$ cat src/rtl/tdc_meas_if.sv
// tdc_meas_if: handshake and data bundle between the phase-detector
// measurement controller and its environment (TDC codes in, error out).
//
// Signals:
//   enable      master->slave  request continuous measurement cycles
//   up_therm    master->slave  UP thermometer code from the TDC (32b)
//   dwn_therm   master->slave  DWN thermometer code from the TDC (32b)
//   err_ready   master->slave  loop filter accepts the presented result
//   pd_clr      slave->master  one-cycle phase detector / TDC clear
//   err_valid   slave->master  phase_err/sat are valid
//   phase_err   slave->master  signed UP count - DWN count (7b)
//   sat         slave->master  either captured code was full scale
//   lock        slave->master  lock indicator
//   busy        slave->master  controller not idle
interface tdc_meas_if;
   logic        enable;
   logic [31:0] up_therm;
   logic [31:0] dwn_therm;
   logic        err_ready;
   logic        pd_clr;
   logic        err_valid;
   logic [6:0]  phase_err;
   logic        sat;
   logic        lock;
   logic        busy;

   modport master (
      output enable,
      output up_therm,
      output dwn_therm,
      output err_ready,
      input  pd_clr,
      input  err_valid,
      input  phase_err,
      input  sat,
      input  lock,
      input  busy
   );

   modport slave (
      input  enable,
      input  up_therm,
      input  dwn_therm,
      input  err_ready,
      output pd_clr,
      output err_valid,
      output phase_err,
      output sat,
      output lock,
      output busy
   );
endinterface

$ cat src/rtl/tdc_meas_ctrl.sv
// tdc_meas_ctrl: sequences clear / acquire / capture of a phase-detector
// TDC, converts the UP/DWN thermometer codes to a signed phase error,
// presents it with a valid/ready handshake and tracks loop lock.
//
// Ports:
//   clk    system clock, rising edge
//   reset  asynchronous, active-high
//   m      tdc_meas_if.slave (enable, codes, err handshake, lock, busy)
module tdc_meas_ctrl #(
   parameter int WINDOW   = 32,
   parameter int LOCK_TOL = 2,
   parameter int LOCK_CNT = 8
) (
   input  logic       clk,
   input  logic       reset,
   tdc_meas_if.slave  m
);

   typedef enum logic [2:0] {
      S_IDLE,
      S_CLEAR,
      S_ACQ,
      S_CAPT,
      S_CALC,
      S_PRES
   } state_t;

   state_t      state;
   logic [7:0]  acq_cnt;
   logic [31:0] up_q;
   logic [31:0] dwn_q;
   logic [3:0]  lock_cnt;

   logic        pd_clr_q;
   logic        err_valid_q;
   logic [6:0]  phase_err_q;
   logic        sat_q;
   logic        lock_q;
   logic        busy_q;

   // Plain population count: bubbles in the thermometer code are
   // tolerated because only the number of set bits matters.
   function automatic logic [5:0] popcnt(input logic [31:0] v);
      logic [5:0] c;
      c = '0;
      for (int i = 0; i < 32; i++) begin
         c = c + {5'd0, v[i]};
      end
      return c;
   endfunction

   logic [5:0] up_cnt;
   logic [5:0] dwn_cnt;
   logic [6:0] diff_c;
   logic       sat_c;

   always_comb begin
      up_cnt  = popcnt(up_q);
      dwn_cnt = popcnt(dwn_q);
      // 7-bit two's-complement subtraction covers -32..+32
      diff_c  = {1'b0, up_cnt} - {1'b0, dwn_cnt};
      sat_c   = (up_cnt == 6'd32) | (dwn_cnt == 6'd32);
   end

   logic [6:0] pe_abs;
   logic       in_lock;
   logic [3:0] lock_nxt;

   always_comb begin
      pe_abs  = phase_err_q[6] ? (7'd0 - phase_err_q) : phase_err_q;
      in_lock = (pe_abs <= 7'(LOCK_TOL)) & ~sat_q;
      if (!in_lock) begin
         lock_nxt = 4'd0;
      end else if (lock_cnt == 4'(LOCK_CNT)) begin
         lock_nxt = lock_cnt;
      end else begin
         lock_nxt = lock_cnt + 4'd1;
      end
   end

   always_ff @(posedge clk or posedge reset) begin
      if (reset) begin
         state       <= S_IDLE;
         acq_cnt     <= '0;
         up_q        <= '0;
         dwn_q       <= '0;
         lock_cnt    <= '0;
         pd_clr_q    <= 1'b0;
         err_valid_q <= 1'b0;
         phase_err_q <= '0;
         sat_q       <= 1'b0;
         lock_q      <= 1'b0;
         busy_q      <= 1'b0;
      end else begin
         unique case (state)
            S_IDLE: begin
               if (m.enable) begin
                  state    <= S_CLEAR;
                  pd_clr_q <= 1'b1;
                  busy_q   <= 1'b1;
               end
            end
            S_CLEAR: begin
               pd_clr_q <= 1'b0;
               if (!m.enable) begin
                  state  <= S_IDLE;
                  busy_q <= 1'b0;
               end else begin
                  state   <= S_ACQ;
                  acq_cnt <= 8'(WINDOW);
               end
            end
            S_ACQ: begin
               if (!m.enable) begin
                  state  <= S_IDLE;
                  busy_q <= 1'b0;
               end else if (acq_cnt == 8'd1) begin
                  state <= S_CAPT;
               end else begin
                  acq_cnt <= acq_cnt - 8'd1;
               end
            end
            S_CAPT: begin
               up_q  <= m.up_therm;
               dwn_q <= m.dwn_therm;
               state <= S_CALC;
            end
            S_CALC: begin
               phase_err_q <= diff_c;
               sat_q       <= sat_c;
               err_valid_q <= 1'b1;
               state       <= S_PRES;
            end
            S_PRES: begin
               if (m.err_ready) begin
                  err_valid_q <= 1'b0;
                  lock_cnt    <= lock_nxt;
                  lock_q      <= (lock_nxt == 4'(LOCK_CNT));
                  if (m.enable) begin
                     state    <= S_CLEAR;
                     pd_clr_q <= 1'b1;
                  end else begin
                     state  <= S_IDLE;
                     busy_q <= 1'b0;
                  end
               end
            end
            default: begin
               state       <= S_IDLE;
               pd_clr_q    <= 1'b0;
               err_valid_q <= 1'b0;
               busy_q      <= 1'b0;
            end
         endcase
      end
   end

   assign m.pd_clr    = pd_clr_q;
   assign m.err_valid = err_valid_q;
   assign m.phase_err = phase_err_q;
   assign m.sat       = sat_q;
   assign m.lock      = lock_q;
   assign m.busy      = busy_q;

endmodule

$ cat src/flat_wrapper.sv
// flat-port wrapper written by rule: the top's interface ports become plain ports
module tdc_meas_ctrl_flat 
#(
   parameter int WINDOW   = 32,
   parameter int LOCK_TOL = 2,
   parameter int LOCK_CNT = 8
)
  (clk, reset, m_enable, m_up_therm, m_dwn_therm, m_err_ready, m_pd_clr, m_err_valid, m_phase_err, m_sat, m_lock, m_busy);
  tdc_meas_if m_i ();
  input  logic clk;
  input  logic reset;
  input wire logic [$bits(m_i.enable)-1:0] m_enable;
  input wire logic [$bits(m_i.up_therm)-1:0] m_up_therm;
  input wire logic [$bits(m_i.dwn_therm)-1:0] m_dwn_therm;
  input wire logic [$bits(m_i.err_ready)-1:0] m_err_ready;
  output wire logic [$bits(m_i.pd_clr)-1:0] m_pd_clr;
  output wire logic [$bits(m_i.err_valid)-1:0] m_err_valid;
  output wire logic [$bits(m_i.phase_err)-1:0] m_phase_err;
  output wire logic [$bits(m_i.sat)-1:0] m_sat;
  output wire logic [$bits(m_i.lock)-1:0] m_lock;
  output wire logic [$bits(m_i.busy)-1:0] m_busy;
  assign m_i.enable = m_enable;
  assign m_i.up_therm = m_up_therm;
  assign m_i.dwn_therm = m_dwn_therm;
  assign m_i.err_ready = m_err_ready;
  assign m_pd_clr = m_i.pd_clr;
  assign m_err_valid = m_i.err_valid;
  assign m_phase_err = m_i.phase_err;
  assign m_sat = m_i.sat;
  assign m_lock = m_i.lock;
  assign m_busy = m_i.busy;
  tdc_meas_ctrl #(.WINDOW(WINDOW), .LOCK_TOL(LOCK_TOL), .LOCK_CNT(LOCK_CNT)) u_core (.clk(clk), .reset(reset), .m(m_i));
endmodule
$ cat config.mk
export PLATFORM = sky130hd
export DESIGN_NAME = tdc_meas_ctrl_flat
export DESIGN_NICKNAME = d
export VERILOG_FILES = /design/src/rtl/tdc_meas_if.sv /design/src/rtl/tdc_meas_ctrl.sv /design/src/flat_wrapper.sv
export SDC_FILE = /design/constraint.sdc
export NUM_CORES = 1
export LEC_CHECK = 0
export BUFFER_PORTS_ARGS = -buffer_cell sky130_fd_sc_hd__buf_2
export CAP_MARGIN = 20
export CELL_PAD_IN_SITES_DETAIL_PLACEMENT = 1
export CELL_PAD_IN_SITES_GLOBAL_PLACEMENT = 1
export CORE_MARGIN = 10
export CORE_UTILIZATION = 45
export DETAILED_ROUTE_END_ITERATION = 8
export PLACE_DENSITY_LB_ADDON = 0.1
export SETUP_SLACK_MARGIN = 0.1
export SLEW_MARGIN = 5
export SYNTH_ARGS = -nofsm -noshare
export SYNTH_HDL_FRONTEND = slang
export SYNTH_SLANG_ARGS = --single-unit
$ cat constraint.sdc
create_clock -name clk -period 8.35 [get_ports clk]
set_clock_uncertainty 0.15 [all_clocks]
set_input_delay 0.4175 -clock clk [delete_from_list [all_inputs] [get_ports clk]]
set_output_delay 0.4175 -clock clk [all_outputs]
set_load 0.03 [all_outputs]
Word-level counts from Yosys, hierarchy flattened
Cells that the tools add are included.
Widths: inputs -> output; s select.

word-level totals
  register bits = 91
  output and inout port bits = 12

operators by class
  add/subtract/negate cells = 66
  magnitude comparators = 1
  equality and inequality tests = 16
  mux-type cells = 23
  bitwise gates (word level) = 6
  reduce and logical (&&, ||, !) cells = 12

operators by type and width
  cell                 number
  $add 6x1->6          60
  $mux 8               3
  $pmux 3 s6           1
  $pmux 8 s2           1
  $eq 6x6->1 const B   2
  $mux 3               4
  $ne 2x2->1 const B   5
  $eq 4x4->1 const B   2
  $eq 8x1->1 const B   1
  $mux 4               2
  $sub 8x1->8 const B  1
  $le 7x2->1 const B   1
  $mux 1               7
  $mux 7               1
  $sub 1x7->7 const A  1
  $sub 6x6->7          1
  $eq 3x2->1 const B   2
  $eq 3x3->1 const B   2
  $pmux 1 s3           2
  $reduce_and 2->1     3
  $reduce_and 3->1     2
  $add 1x1->2          2
  $add 4x1->4 const B  1
  $not 1->1            4
  12 further kinds     13

Depth between registers and ports, before layout
Gate-level depths: netlist of run 1.

  depth in word-level cells = 33
  depth in mapped cells = 23

Worst setup path before layout of run 1
OpenSTA, ideal clock, no wires.

  kind = register to register
  start point = register u_core.up_q[0]
  end point = register u_core.phase_err_q[5] (netlist: u_core.m.phase_err[5])
  data arrival time = 5.777 ns
  data required time = 8.068 ns
  setup slack = 2.291 ns
  cell stages (with the launch flop) = 23
  period minus slack after synthesis = 6.059 ns
  cell sequence = dfrtp_1 -> ha_1 -> inv_1 -> fa_1 -> fa_1 -> inv_1 -> fa_1 -> fa_1 -> fa_1 -> inv_1 -> fa_1 -> inv_1 -> ha_1 -> nor2b_1 -> o21ai_0 -> nand2b_1 -> xor2_1 -> ha_1 -> a21o_1 -> a31o_2 -> maj3_1 -> xnor2_1 -> o21ai_0

between the ends
  cells in the longest elaborated chain, start to end = 32

ends and longest elaborated chain
  what                       line                  source
  start, declared            tdc_meas_ctrl.sv:30   logic [31:0] up_q;
  start signal, assigned     tdc_meas_ctrl.sv:124  up_q <= m.up_therm;
  $add 1x1->2                tdc_meas_ctrl.sv:47   c = c + {5'd0, v[i]};
  $add 6x1->6 (30 in a row)  tdc_meas_ctrl.sv:47
  $sub 6x6->7                tdc_meas_ctrl.sv:61   diff_c = {1'b0, up_cnt} - {1'b0, dwn_cnt};
  end signal, assigned       tdc_meas_ctrl.sv:129  phase_err_q <= diff_c;
  end, declared              tdc_meas_ctrl.sv:36   logic [6:0] phase_err_q;

No other way between the ends.
A chain may end at the register's enable or synchronous reset.

Worst setup path after layout of run 1
Same ends and word-level chain as after synthesis.

==> results of run 1 <==
## layout make-up
cell class	count	area, sq um	area share
Multi-Input combinational cell	288	2984	0.4517
Sequential cell	91	2277	0.3447
Timing Repair Buffer	80	402.9	0.06098
Tap cell	172	215.2	0.03258
Inverter	115	432.9	0.06553
Clock buffer	10	229.0	0.03466
Clock inverter	6	65.06	0.009848
## worst max-delay path, cell delays in order, from the launching register on
cell and delay, ns:
dfrtp_1 0.38, ha_1 0.29, inv_1 0.06, fa_1 0.43, fa_1 0.40, inv_1 0.09, fa_1 0.45, fa_1 0.52
fa_1 0.55, inv_1 0.05, fa_1 0.59, inv_1 0.06, ha_1 0.28, nor2b_1 0.12, o21ai_0 0.15, nand2b_1 0.14
xor2_1 0.18, ha_1 0.37, a21o_1 0.18, a31o_2 0.22, maj3_1 0.36, xnor2_1 0.13, o21ai_0 0.13
## placed cells by master, fill, tap and decap left out, types with 2 or more instances in the layout
cell type  count
or2_2          2
a21oi_1       12
dfrtp_1       91
nand2b_1       9
mux2i_1        3
a21o_1         4
nor2b_1        7
ha_1          27
mux2_2        64
nor4_1         2
fa_1          49
clkbuf_16      9
o32ai_1        2
o21ai_0       19
nor2_1        18
nand3_4        2
nand3_1        5
buf_2         79
nand4_1        2
o31ai_1        2
xnor2_1        6
and2b_2        2
xor2_1        11
o21a_4         2
clkinv_2       3
inv_1        114
maj3_1         2
nand2_1       20
## state kept, by name, indices dropped and copies added (netlist names)
| register | flops |
|---|---|
| u_core.dwn_q | 32 |
| u_core.up_q | 32 |
| u_core.acq_cnt | 8 |
| u_core.m.phase_err | 7 |
| u_core.lock_cnt | 4 |
| u_core.state | 3 |
| u_core.m.busy | 1 |
| u_core.m.err_valid | 1 |
| u_core.m.lock | 1 |
| u_core.m.pd_clr | 1 |
| u_core.m.sat | 1 |
## routing by layer
metal,up-vias,track usage,wire length (microns)
met3,15,0.03293,395
li1,1757,-,-
met2,53,0.2595,6285
met4,0,0.05807,198
met1,1891,0.1614,4938
met5,-,0,0
## worst paths after layout
check	start	to	cells after the start
min in group clk	m_dwn_therm[24]	u_core.dwn_q[24]	2
setup / recovery	u_core.up_q[0]	u_core.m.phase_err[5]	22
setup reg to reg	u_core.up_q[0]	u_core.m.phase_err[5]	22
hold / removal	reset	u_core.m.sat	2
hold reg to reg	u_core.m.lock	u_core.m.lock	2
max in group asynchronous	reset	u_core.dwn_q[6]	3
## metrics by stage
step,setup slack [ns],cell area (sq um)
finish,1.992,6606
global route,1.611,6606
CTS,1.932,6606
detailed placement,1.953,6312
global placement,2.095,6312
floorplan,2.291,5747
## kinds of logic (layout without fill, tap and decap cells)
kind of cell	Yosys count	count (layout)	share of synthesized area
mux	67	67	0.1306
fa+ha+maj	78	78	0.2330
buf+inv	127	211	0.08665
simple gates	74	74	0.06619
xor+xnor	17	17	0.02591
compound gates	52	52	0.06140
flops	91	91	0.3963
==> flow_summary.toml, run 1 <==
[status]
outcome = "finished, final reports clean"

[clock_tree]
clk_latency_ns = 0.35
cts_resized = 0
clock_sinks = 91
clock-root-buffer = "clkbuf_16"
clock_path_buffers = 2
cts.clk_slew.worst_paths_ns = 0.07
cts_tree = "built"
cts_made_buffers = 9
post_cts_buffers = 0
hold_buffers = 0
htreeDepth = 3

[flow_run]
max_cap_viol_count = 0

[detailed_routing]
wl_per_cell_microns = 15.51
drt-vias-per-instance = 4.877
final_antenna_net_count = 0
wl_microns = 11820
vias = 3716
first_pass_iters = 4
drc = 0
drtIter0Drc = 119

[setup_path]
r2r_slack_ns = 1.99
worst_setup_path_start_kind = "register"
worst-path-max-fanout = 4
critPathKind = "register to register"
worstPathRequired_ns = 8.47
worstPathArrival_ns = 6.48
crit_path_end_kind = "register"

[sta]
fin_crit_sh = 0.7614
rsz0062_at_grt = "false"
worstMarginPinSlew_ns = 0.9577
setup_tns_ns = 0
timing.hold.ws_ns = 0.007443
finalHoldViolCount = 0
setup_violations = 0
max_freq_mhz = 157.3
final_max_slew_viol_count = 0
fin_crit_ns = 6.358
slew-limit-headroom = 0.3615

[global_route]
grt_start_max_net_pins = 66
antenna_found_initial = 0
grt_overflow = 0
grt_pass1_wl_microns = 20780
track_usage = 0.1447
grt_pass1_vias = 4330

[min_path]
hp-class = "input pin to asynchronous set/reset pin"

[placed_design]
place_inst = 746
hpwl_microns = 9275
port_buffers = 79
gp_congestion = 0.7410

[floorplan]
die_w_microns = 133.0
die_h_microns = 133.0
core_region_area_sq_mm = 0.01257
initial_core_util = 0.4572
dieArea_sq_mm = 0.01769
rows = 41
io_pins = 80

[logic_synthesis]
synth_cell_types = 45
synthTopCellsByCount = "inv_1, dfrtp_1, mux2_2"
ys_seq_area_frac = 0.3963
syn_area_per_cell_sq_um = 11.36
syn_nets = 650
synth_area_leaders = "dfrtp_1, fa_1, mux2_2"
synth-async-reset-ratio = 1.000
synth_edf_count = 0
synth_warnings = 0
synth_flop_cell = "dfrtp_1"
synth_most_common_cell = "inv_1"
yosysTopAreaCellShare = 0.3963
yosysTopAreaCell = "dfrtp_1"
synth-seq-cells = 91
synth_area_sq_mm = 0.005747
postSynthCellCount = 506

[finish]
stdcell_count = 762
final_layout_size_suffix_gt1_frac = 0.2898
fillers = 1397
syn2layout_area_growth_pct = 14.96
nNetsFinal = 729
final_util = 0.5256
antennaDiodeCount = 0
Power of run 1 is not shown: default switching activity piles up to over one toggle a cycle in this logic, so the estimate is an artifact.
==> run 2: changes to the inputs <==
clock period = 6.3 ns   (was 8.35 ns; I/O delays follow)
==> run 2 against run 1 <==
Final cell count increased by 1.3%. Cell area rose by 2.4%. Die area stayed put. Critical path type unchanged. Critical endpoint is now u_core.m.phase_err[6]. Wire length about the same.
==> flow_summary.toml, run 2 (synthesis gave the netlist of run 1 again) <==
[sta]
fin_crit_sh = 0.9804
setup_violations = 0
fin_crit_ns = 6.177
final_max_slew_viol_count = 0
max_freq_mhz = 161.9
rsz0062_at_grt = "true"
setup_slack_ns = 0.1233
slew-limit-headroom = 0.3807
worstMarginPinSlew_ns = 0.9290
finalHoldViolCount = 0

[clock_tree]
clock-root-buffer = "clkbuf_16"
clock_path_buffers = 2
cts_made_buffers = 9
cts.clk_slew.worst_paths_ns = 0.07
clk_latency_ns = 0.35
clock_sinks = 91
htreeDepth = 3
cts_tree = "built"

[floorplan]
initial_core_util = 0.4572
dieArea_sq_mm = 0.01769
core_region_area_sq_mm = 0.01257
die_w_microns = 133.0
rows = 41
die_h_microns = 133.0
io_pins = 80

[setup_path]
worst-path-max-fanout = 2
worstReg2RegEnd = "u_core.m.phase_err[6]"
rr_startpoint = "u_core.up_q[1]"
r2r_slack_ns = 0.12
rr_worst_depth = 18
crit_family = "adder cells"
crit_path_end_kind = "register"
crit_buf_inv = 1
path_cells = "ha_4 -> inv_2 -> fa_1 -> fa_2 -> fa_2 -> fa_1 -> fa_1 -> fa_1 -> fa_2 -> fa_2 -> xnor2_2 -> ha_1 -> nor2b_1 -> o21ai_1 -> nand2b_1 -> maj3_2 -> a211oi_2 -> a21o_1"
worstPathRequired_ns = 6.44
worstPathArrival_ns = 6.31
critPathMaxStageDelay_ns = 0.59
worst_setup_path_start_kind = "register"
critPathKind = "register to register"
critical_path.slowest_cell = "fa_2"

[finish]
antennaDiodeCount = 0
seq_area_sq_mm = 0.002277
syn2layout_area_growth_pct = 17.68
design_area_sq_mm = 0.006763
final_cell_mix = "inv_1, dfrtp_1, buf_2"
nNetsFinal = 741
largest_registers = "u_core.dwn_q x32, u_core.up_q x32, u_core.acq_cnt x8"
stdcell_count = 772
fillers = 1364
final_common_cell = "inv_1"
multi_input_area_sq_mm = 0.003058
final_layout_size_suffix_gt1_frac = 0.3267

[detailed_routing]
vias = 3730
final_antenna_net_count = 0
drc = 0
drt-vias-per-instance = 4.832
first_pass_iters = 3
wl_microns = 11810
drtIter0Drc = 86
wl_per_cell_microns = 15.30

[global_route]
grt_overflow = 0
grt_pass1_vias = 4433
grt_pass1_wl_microns = 20710
grt_start_max_net_pins = 66
antenna_found_initial = 0
track_usage = 0.1434

[placed_design]
port_buffers = 79
gp_congestion = 0.7356
place_inst = 748
place_ws_ns = -0.1110
post_dp_cell_area_sq_mm = 0.006327
hpwl_microns = 9404

[flow_run]
max_cap_viol_count = 0

[min_path]
hold_start = "m_up_therm[7]"
hold_end = "u_core.up_q[7]"
holdPathStages = 2
hp-class = "input pin to register"

[status]
outcome = "finished, final reports clean"
[run 2: worst max path at each step]
stage	from	endpoint	slack [ns]	cells past startpoint
after floorplan	u_core.up_q[0]	u_core.m.phase_err[5]	0.24	22
after global placement	u_core.up_q[0]	u_core.m.phase_err[5]	0.07	22
after detailed placement	u_core.up_q[0]	u_core.m.phase_err[5]	-0.11	22
after global routing	u_core.up_q[1]	u_core.m.phase_err[6]	-0.10	18
after CTS	u_core.up_q[0]	u_core.m.phase_err[5]	0.07	17
final	u_core.up_q[1]	u_core.m.phase_err[6]	0.12	18
[run 2: final cells by class]
cell class                 count  area share
clock buffer                  12     0.03645
clock inverter                 2    0.005550
tap                          172     0.03182
inverter                     115     0.06401
timing repair buffer          92     0.07327
multi-input combinational    288      0.4522
sequential                    91      0.3367
[run 2: repair_timing]
| item | 4_1_cts | 5_1_grt |
|---|---|---|
| buffers inserted | 5 | 4 |
| pin swaps | 6 | 28 |
| gates resized for setup | 4 | 16 |
| endpoints found under the setup margin | 3 | 3 |
| endpoints found under the hold margin | 42 | 0 |
| hold buffers | 1 | 0 |
[run 2: worst register-to-register path: stages, from the launching register on]
cell,delay (ns)
dfrtp_1,0.41
ha_4,0.28
inv_2,0.03
fa_1,0.53
fa_2,0.45
fa_2,0.59
fa_1,0.43
fa_1,0.53
fa_1,0.45
fa_2,0.40
fa_2,0.43
xnor2_2,0.15
ha_1,0.29
nor2b_1,0.13
o21ai_1,0.15
nand2b_1,0.11
maj3_2,0.31
a211oi_2,0.19
a21o_1,0.10
[run 2: stage by stage]
stage	hold WS, ns	utilization	setup TNS [ns]
2_1_floorplan	0.3156	-	0
3_5_place_dp	0.3204	0.5034	-0.1957
6_report	0.04459	0.5381	0
5_1_grt	0.04302	0.5381	-0.2698
4_1_cts	0.03402	0.5308	0
3_3_place_gp	0.3082	0.5034	0
[run 2: layer usage]
metal,global-route usage,share of wire,up-vias
li1,-,-,1772
met1,0.1600,0.42,1895
met2,0.2571,0.52,50
met3,0.03331,0.036,13
met4,0.05685,0.018,0
met5,0,0,-
Power of run 2 is left out for the same reason.
